### src/rtl/seven_seg_pkg.sv
// Shared constants for the multiplexed 7-segment display bus.
// Segment patterns are active low in {g,f,e,d,c,b,a} order.
package seven_seg_pkg;

    localparam int NUM_DIGITS = 8;

    localparam logic [6:0] SEG_BLANK = 7'h7F;

    localparam logic [6:0] SEG_HEX [0:15] = '{
        7'h40, 7'h79, 7'h24, 7'h30, 7'h19, 7'h12, 7'h02, 7'h78,
        7'h00, 7'h10, 7'h08, 7'h03, 7'h46, 7'h21, 7'h06, 7'h0E
    };

endpackage

### src/rtl/seg7_pattern_decode.sv
// Combinational reverse lookup from an active-low segment pattern to a hex nibble.
// Any pattern that is neither hex nor blank leaves both flags low.
module seg7_pattern_decode
    import seven_seg_pkg::*;
(
    input  logic [6:0] seg,
    output logic [3:0] nibble,
    output logic       is_hex,
    output logic       is_blank
);

    always_comb begin
        nibble   = '0;
        is_hex   = 1'b0;
        is_blank = (seg == SEG_BLANK);
        for (int i = 0; i < 16; i++) begin
            if (seg == SEG_HEX[i]) begin
                nibble = 4'(i);
                is_hex = 1'b1;
            end
        end
    end

endmodule

### src/rtl/seven_seg_scan_capture.sv
// Receiver for the multiplexed an/seg display bus: qualifies each stable dwell,
// decodes it per digit position and rebuilds the 8-digit value.
module seven_seg_scan_capture
    import seven_seg_pkg::*;
#(
    parameter int STABLE_CYCLES = 4,
    parameter int CNT_W         = 3
) (
    input  logic                    clk,
    input  logic                    reset,
    input  logic [NUM_DIGITS-1:0]   an,
    input  logic [6:0]              seg,
    output logic [4*NUM_DIGITS-1:0] digits,
    output logic [NUM_DIGITS-1:0]   digit_valid,
    output logic                    commit_stb,
    output logic [2:0]              commit_idx,
    output logic                    frame_done,
    output logic                    anode_err,
    output logic                    seg_err
);

    localparam logic [CNT_W-1:0] CNT_MAX  = CNT_W'(STABLE_CYCLES - 1);
    localparam logic [CNT_W-1:0] CNT_LAST = CNT_W'(STABLE_CYCLES - 2);

    logic [NUM_DIGITS-1:0] an_q, an_p;
    logic [6:0]            seg_q, seg_p;
    logic [CNT_W-1:0]      cnt;
    logic [NUM_DIGITS-1:0] frame_mask;

    logic                  same;
    logic                  commit_now;
    logic                  an_idle;
    logic                  an_onehot;
    logic [NUM_DIGITS-1:0] an_low;
    logic [2:0]            an_idx;
    logic [NUM_DIGITS-1:0] mask_next;
    logic [3:0]            nibble;
    logic                  is_hex;
    logic                  is_blank;

    seg7_pattern_decode u_decode (
        .seg      (seg_q),
        .nibble   (nibble),
        .is_hex   (is_hex),
        .is_blank (is_blank)
    );

    // A dwell commits exactly once: on the cycle the counter steps onto its saturation value.
    always_comb begin
        same       = (an_q == an_p) && (seg_q == seg_p);
        commit_now = same && (cnt == CNT_LAST);
        an_idle    = (an_q == '1);
        an_low     = ~an_q;
        an_onehot  = (an_low != '0) && ((an_low & (an_low - 1'b1)) == '0);
        an_idx     = '0;
        for (int i = 0; i < NUM_DIGITS; i++) begin
            if (!an_q[i]) begin
                an_idx = 3'(i);
            end
        end
        mask_next  = frame_mask | (NUM_DIGITS'(1) << an_idx);
    end

    always_ff @(posedge clk or posedge reset) begin
        if (reset) begin
            an_q  <= '1;
            seg_q <= SEG_BLANK;
            an_p  <= '1;
            seg_p <= SEG_BLANK;
            cnt   <= '0;
        end else begin
            an_q  <= an;
            seg_q <= seg;
            an_p  <= an_q;
            seg_p <= seg_q;
            if (!same) begin
                cnt <= '0;
            end else if (cnt != CNT_MAX) begin
                cnt <= cnt + 1'b1;
            end
        end
    end

    // Blank anodes are a legal gap in the scan; several active anodes are a bus fault.
    always_ff @(posedge clk or posedge reset) begin
        if (reset) begin
            digits      <= '0;
            digit_valid <= '0;
            commit_stb  <= 1'b0;
            commit_idx  <= '0;
            frame_done  <= 1'b0;
            anode_err   <= 1'b0;
            seg_err     <= 1'b0;
            frame_mask  <= '0;
        end else begin
            commit_stb <= 1'b0;
            frame_done <= 1'b0;
            anode_err  <= 1'b0;
            seg_err    <= 1'b0;
            if (commit_now && !an_idle) begin
                if (!an_onehot) begin
                    anode_err <= 1'b1;
                end else begin
                    commit_stb <= 1'b1;
                    commit_idx <= an_idx;
                    if (is_hex) begin
                        digits[{an_idx, 2'b00} +: 4] <= nibble;
                        digit_valid[an_idx]          <= 1'b1;
                    end else if (is_blank) begin
                        digits[{an_idx, 2'b00} +: 4] <= 4'h0;
                        digit_valid[an_idx]          <= 1'b0;
                    end else begin
                        seg_err             <= 1'b1;
                        digit_valid[an_idx] <= 1'b0;
                    end
                    if (mask_next == '1) begin
                        frame_done <= 1'b1;
                        frame_mask <= '0;
                    end else begin
                        frame_mask <= mask_next;
                    end
                end
            end
        end
    end

endmodule

### config.mk
export PLATFORM = sky130hd
export DESIGN_NAME = seven_seg_scan_capture
export DESIGN_NICKNAME = d
export VERILOG_FILES = /design/src/rtl/seven_seg_pkg.sv /design/src/rtl/seg7_pattern_decode.sv /design/src/rtl/seven_seg_scan_capture.sv
export SDC_FILE = /design/constraint.sdc
export NUM_CORES = 1
export LEC_CHECK = 0
export CORE_ASPECT_RATIO = 0.7
export CORE_MARGIN = 2
export CORE_UTILIZATION = 66
export CTS_BUF_LIST = sky130_fd_sc_hd__clkbuf_2
export DETAILED_ROUTE_END_ITERATION = 16
export DONT_BUFFER_PORTS = 1
export HOLD_SLACK_MARGIN = 0.1
export PLACE_DENSITY_LB_ADDON = 0.12
export SYNTH_ARGS = -nofsm -noshare
export SYNTH_HDL_FRONTEND = slang
export SYNTH_SLANG_ARGS = --single-unit
### constraint.sdc
create_clock -name clk -period 4.2 [get_ports clk]
set_input_delay 1.05 -clock clk [delete_from_list [all_inputs] [get_ports clk]]
set_output_delay 1.05 -clock clk [all_outputs]
set_load 0.02 [all_outputs]
== Yosys cells after proc, flatten, opt, wreduce, memory -nomap -nowiden ==
Cells that the tools add are included.

* Register bits after elaboration: 88
* Output and inout bits: 47

* Eq/ne operators: 23
* Shifts and indexed selects: 4
* $lt $le $gt $ge: 2
* $add $sub $neg: 3
* Muxes and demuxes: 59
* Reduce and logical (&&, ||, !) cells: 12
* Bitwise operators: 6

{| class="wikitable"
|+ Operators by type and width
! operator !! count
|-
| 32-bit bitwise mux || 2
|-
| 32-bit two-way mux || 2
|-
| 3-bit two-way mux || 12
|-
| 7-bit equality test, second input constant || 5
|-
| 4-bit two-way mux || 8
|-
| 4-bit by 7-bit variable shift with 32-bit output, first input constant || 1
|-
| 4-bit by 7-bit indexed part select with 32-bit output || 1
|-
| 4-bit by 7-bit indexed part select with 32-bit output, first input constant || 1
|-
| 1-bit two-way mux || 30
|-
| 7-bit by 5-bit equality test with 1-bit output, second input constant || 3
|-
| 7-bit by 6-bit equality test with 1-bit output, second input constant || 3
|-
| 8-bit AND || 2
|-
| 8-bit equality test, second input constant || 2
|-
| 8-bit two-way mux || 2
|-
| 8-bit NOT || 2
|-
| 8-bit bitwise OR || 2
|-
| 7-bit by 2-bit equality test with 1-bit output, second input constant || 2
|-
| 7-bit by 4-bit equality test with 1-bit output, second input constant || 2
|-
| 8-bit equality test || 1
|-
| 8-bit logical NOT || 1
|-
| 8-bit nonzero test || 1
|-
| 1-bit by 3-bit << shifter with 8-bit output, first input constant || 1
|-
| 8-bit by 1-bit subtractor with 8-bit output, second input constant || 1
|-
| 7-bit by 3-bit equality test with 1-bit output, second input constant || 1
|-
| other kinds (16) || 21
|}

== Longest topological paths before layout ==
* Depth in word-level cells: 20
* Depth in mapped cells: 12
* Depth with buffers taken out: 10

== Modules after synthesis ==
From an unflattened synthesis, not the netlist that was laid out.

* Cells, all modules: 356
* Area total of the unflattened synthesis: 4204.0 µm²

{| class="wikitable"
|+ Modules (own cells, without submodules)
! module !! cells each !! area each (µm²) !! instances !! seq. area each (µm²)
|-
| seven_seg_scan_capture || 302 || 3854.9 || 1 || 2239.6
|-
| seg7_pattern_decode || 54 || 349.1 || 1 || 0.0
|}

== Worst setup path after synthesis ==
OpenSTA, ideal clock, no wires.

* Path kind: reg2reg
* From: reg an_q[4]
* To: reg digits[16]
* Library setup time: 0.125 ns
* Required time: 4.075 ns
* Period minus slack after synthesis: 3.233 ns
* Arrival time: 3.108 ns
* Slack: 0.967 ns
* Cell stages (with the launch flop): 13
* Cell sequence: dfstp_2 > buf_2 > o21ai_1 > a31o_2 > clkbuf_1 > ha_1 > ha_1 > clkbuf_1 > inv_1 > nand2_1 > or4_1 > or3_4 > mux2_2

* Word-level cells in the longest chain between the ends: 9

{| class="wikitable"
|+ Ends and longest elaborated chain
! what !! line !! text
|-
| from (decl) || seven_seg_scan_capture.sv:25 || <nowiki>logic [NUM_DIGITS-1:0] an_q, an_p;</nowiki>
|-
| from (signal assigned) || seven_seg_scan_capture.sv:72 || <nowiki>an_q <= an;</nowiki>
|-
| 3-bit two-way mux (4 in a row) || seven_seg_scan_capture.sv:57 || <nowiki>if (!an_q[i]) begin</nowiki>
|-
| 5-bit negator with 7-bit output || seven_seg_scan_capture.sv:107, seven_seg_scan_capture.sv:110 ||
|-
| 4-bit by 7-bit indexed part select with 32-bit output / 4-bit by 7-bit variable shift with 32-bit output (equally long branches) || seven_seg_scan_capture.sv:110, seven_seg_scan_capture.sv:107 ||
|-
| 32-bit bitwise mux || seven_seg_scan_capture.sv:110 || <nowiki>digits[{an_idx, 2'b00} +: 4] <= 4'h0;</nowiki>
|-
| 32-bit two-way mux || seven_seg_scan_capture.sv:109 || <nowiki>end else if (is_blank) begin</nowiki>
|-
| 32-bit two-way mux || seven_seg_scan_capture.sv:106 || <nowiki>if (is_hex) begin</nowiki>
|-
| to (signal, indexed assignment) || seven_seg_scan_capture.sv:107 || <nowiki>digits[{an_idx, 2'b00} +: 4] <= nibble;</nowiki>
|-
| to (decl) || seven_seg_scan_capture.sv:13 || <nowiki>output logic [4*NUM_DIGITS-1:0] digits,</nowiki>
|}

Parallel ways exist; a longest one is shown, timed or not. The select of a mux whose other input is x is not followed.
A chain may end at the register's enable or synchronous reset.

== Worst setup path in the final report ==
* From: reg an_q[2]
* To: reg digits[11]

* Word-level cells in the longest chain between the ends: 11

{| class="wikitable"
|+ Ends and longest elaborated chain
! what !! line
|-
| 3-bit two-way mux (6 in a row) || seven_seg_scan_capture.sv:57
|-
| 5-bit negator with 7-bit output || seven_seg_scan_capture.sv:107, seven_seg_scan_capture.sv:110
|-
| 4-bit by 7-bit indexed part select with 32-bit output / 4-bit by 7-bit variable shift with 32-bit output (equally long branches) || seven_seg_scan_capture.sv:110, seven_seg_scan_capture.sv:107
|-
| 32-bit bitwise mux || seven_seg_scan_capture.sv:110
|-
| 32-bit two-way mux || seven_seg_scan_capture.sv:109
|-
| 32-bit two-way mux || seven_seg_scan_capture.sv:106
|}

Parallel ways exist; a longest one is shown, timed or not. The select of a mux whose other input is x is not followed.

==> flow_summary.yaml <==
outcome:
  status: "finished, final reports clean"
synth:
  avgSynthCellArea_um2: 11.2
  synth_cell_types: 67
  async_reset_ff_share_pct: 100
  synth_enable_flop_cells: 0
  synth.most_common_cell: "dfrtp_1"
  syn-cell-area_um2: 4350
  yosys-top-cells-count: "dfrtp_1 (58), dfstp_2 (30), mux2_2 (27), nor2_1 (25), nand2_1 (23)"
  ys.flop_type: "dfrtp_1"
  yosys_warnings: 0
  ys_seq_area_share_pct: 51.5
  synth_top_cell_by_area: "dfrtp_1"
  synth_cells: 387
  netlist.area_leader.share_pct: 33.4
  synth_fp_nets: 413
  synth-seq-cells: 88
  synth_area_leaders: "dfrtp_1 (33%), dfstp_2 (18%), mux2_2 (7.0%), xnor2_1 (2.6%), ha_1 (2.6%)"
route:
  dr_total_vias: 2935
  vias_per_cell: 6.39
  drt-initial-drc-count: 157
  drt_first_pass_iters: 5
  routed_wl_um: 8660
  detail_route.wl_per_cell_um: 18.9
  postRouteAntennaNets: 0
  drc: 0
cts:
  numCtsBuffers: 9
  cts_root_buffer: "clkbuf_2"
  clock_path_buffers: 2
  cts_setup_buffers: 0
  cts.sinks: 88
  holdBufCountCts: 0
  cts_resized: 0
  htree_levels: 3
  clk_latency_ns: 0.56
  cts_tree: "built"
  clk_pin_slew_worst_paths_ns: 0.23
power_and_ir_drop:
  power_uw: 1430
  p_sw_share_pct: 26.8
  power.density_nw_per_um2: 322
  p_leak_uw: 0.00194
  ir_worst_vdd_mv: 0.272
  p_comb_share_pct: 7.5
  sequentialPowerShare_pct: 63.2
  switchingPower_uw: 385
  power.internal_uw: 1050
  clkPwrFrac_pct: 29.2
grt:
  grt.total_usage_pct: 26.5
  grt_pass1_vias: 2858
  grt_pass1_wl_um: 14700
  overflow: 0
  grt_max_degree: 32
  antenna_found_initial: 0
timing:
  rsz0062_at_grt: "false"
  worst_slew_pin_slew_ns: 0.815
  setup_viol: 0
  hold_viol_final: 0
  fin_crit_ns: 3.41
  finalCritPeriodShare_pct: 81.2
  setup_tns_ns: 0
  slew_viol_final: 0
  max_freq_mhz: 293
  relSlewSlack_pct: 45.4
  clock_skew_ns: 0.0306
finish:
  regArea_um2: 2240
  final_area_um2: 4450
  layout-drive-gt1-share_pct: 25.5
  diodes: 0
  utilization_pct: 70.6
  syn2layout_area_growth_pct: 2.39
  nets: 402
  nFillCells: 446
  multi_input_area_um2: 1910
  final_cells: 459
setup_path:
  critPathKind: "flip-flop to flip-flop"
  r2r_start: "an_q[2]"
  crit_start: "an_q[2]"
  critPathMaxFanout: 14
  required_ns: 4.68
  crit_arrival_ns: 3.89
  critPathLaunchType: "flip-flop"
  cp-end-kind: "flip-flop"
min_path:
  hold_class: "input pin to async pin"
die:
  die_h_um: 71.9
  coreArea_um2: 6310
  num_io_pins: 64
  die-area_um2: 7260
  initial_core_util_pct: 68.9
  die_w_um: 101
  num_rows: 24
placed_design:
  placed_cells: 443
  hpwlAfterDp_um: 6140
  portBuffers: 0
  place_congestion: 0.858
  dpl-instance-area_um2: 4340
run:
  maxCapViolCount: 0
[layer usage]
metal | up-vias | part of all wire (%) | global-route usage [%]
li1 | 1356 | - | -
met1 | 1478 | 46 | 38.8
met2 | 91 | 44 | 37.3
met3 | 10 | 8.3 | 10.7
met4 | 0 | 1.1 | 6.46
met5 | - | 0 | 0
[per-stage QoR]
step	hold WS [ns]	worst slack (ns)
3_3_place_gp	0.388	0.935
6_report	0.325	0.790
5_1_grt	0.337	0.631
4_1_cts	0.321	0.799
3_5_place_dp	0.398	0.836
2_1_floorplan	0.352	0.921
[power groups by stage]
stage          Clock (uW)  Combinational (uW)  Sequential, uW
4_1_cts               431                 109             907
5_1_grt               469                 122             912
3_5_place_dp            0                 108             920
3_3_place_gp            0                 106             918
2_1_floorplan           0                 105             898
6_report              419                 108             907
[layout by cell type (no fill, tap or decap), types with 3 or more instances in the layout]
master	synthesis	final
clkinvlp_4	0	3
a31oi_1	7	7
mux2_2	27	27
nand4_1	8	8
a21oi_1	13	13
dfstp_2	30	30
clkinv_1	2	4
xnor2_1	13	13
o31ai_1	6	6
or4_1	6	6
o211ai_1	3	3
inv_1	19	18
o21ai_0	13	13
nor4_2	3	3
nand2_1	23	23
nor2b_1	10	10
nor3b_1	5	5
nor2_1	25	25
nand3_1	7	7
o22ai_1	3	3
clkbuf_2	0	10
nor4_1	3	3
dfrtp_1	58	58
nand2b_1	3	3
xor2_1	6	6
and3b_1	3	3
ha_1	9	9
mux2_4	4	4
nor3_1	6	6
or3_1	5	5
[registers in the layout, summed over array words and instances (netlist names), named ones only]
signal,cells
an_p,8
an_q,8
anode_err,1
cnt,3
commit_idx,3
commit_stb,1
digits,32
frame_done,1
frame_mask,8
seg_err,1
seg_p,7
seg_q,7
[layout make-up]
class,count,share of cell area (%)
sequential,88,50.3
multi-input combinational,253,42.8
tap,78,2.19
inverter,22,1.88
clock inverter,6,1.35
clock buffer,10,1.12
timing repair buffer,2,0.337
[worst max-delay path: stages, from the launching register on]
cell and delay [ns]:
dfstp_2 0.64, nor2b_1 0.16, o21ai_1 0.08, a31o_2 0.35, ha_1 0.26, ha_1 0.33, or4_1 0.59, or4_1 0.56
mux2_4 0.35
[kinds of logic after synthesis]
group | after synthesis | share of synthesized area, %
and+or+nand+nor | 128 | 18.5
DFF | 88 | 51.5
AOI/OAI and AO/OA | 66 | 10.5
buffers and inverters | 46 | 4.66
muxes | 31 | 8.37
xor gates and xnor gates | 19 | 3.83
adders and majority gates | 9 | 2.59
[final timing paths]
kind                                   end  slack [ns]  cells after the start
worst max register to register  digits[11]        0.79                      8
max in group asynchronous          an_p[6]        3.07                      2
worst min register to register     an_p[1]        0.43                      0
min in group clk                   an_p[1]        0.43                      0
worst min-delay path               seg_err        0.32                      1
worst max-delay path            digits[11]        0.79                      8
Note: power is estimated with default switching activity, not from simulation.
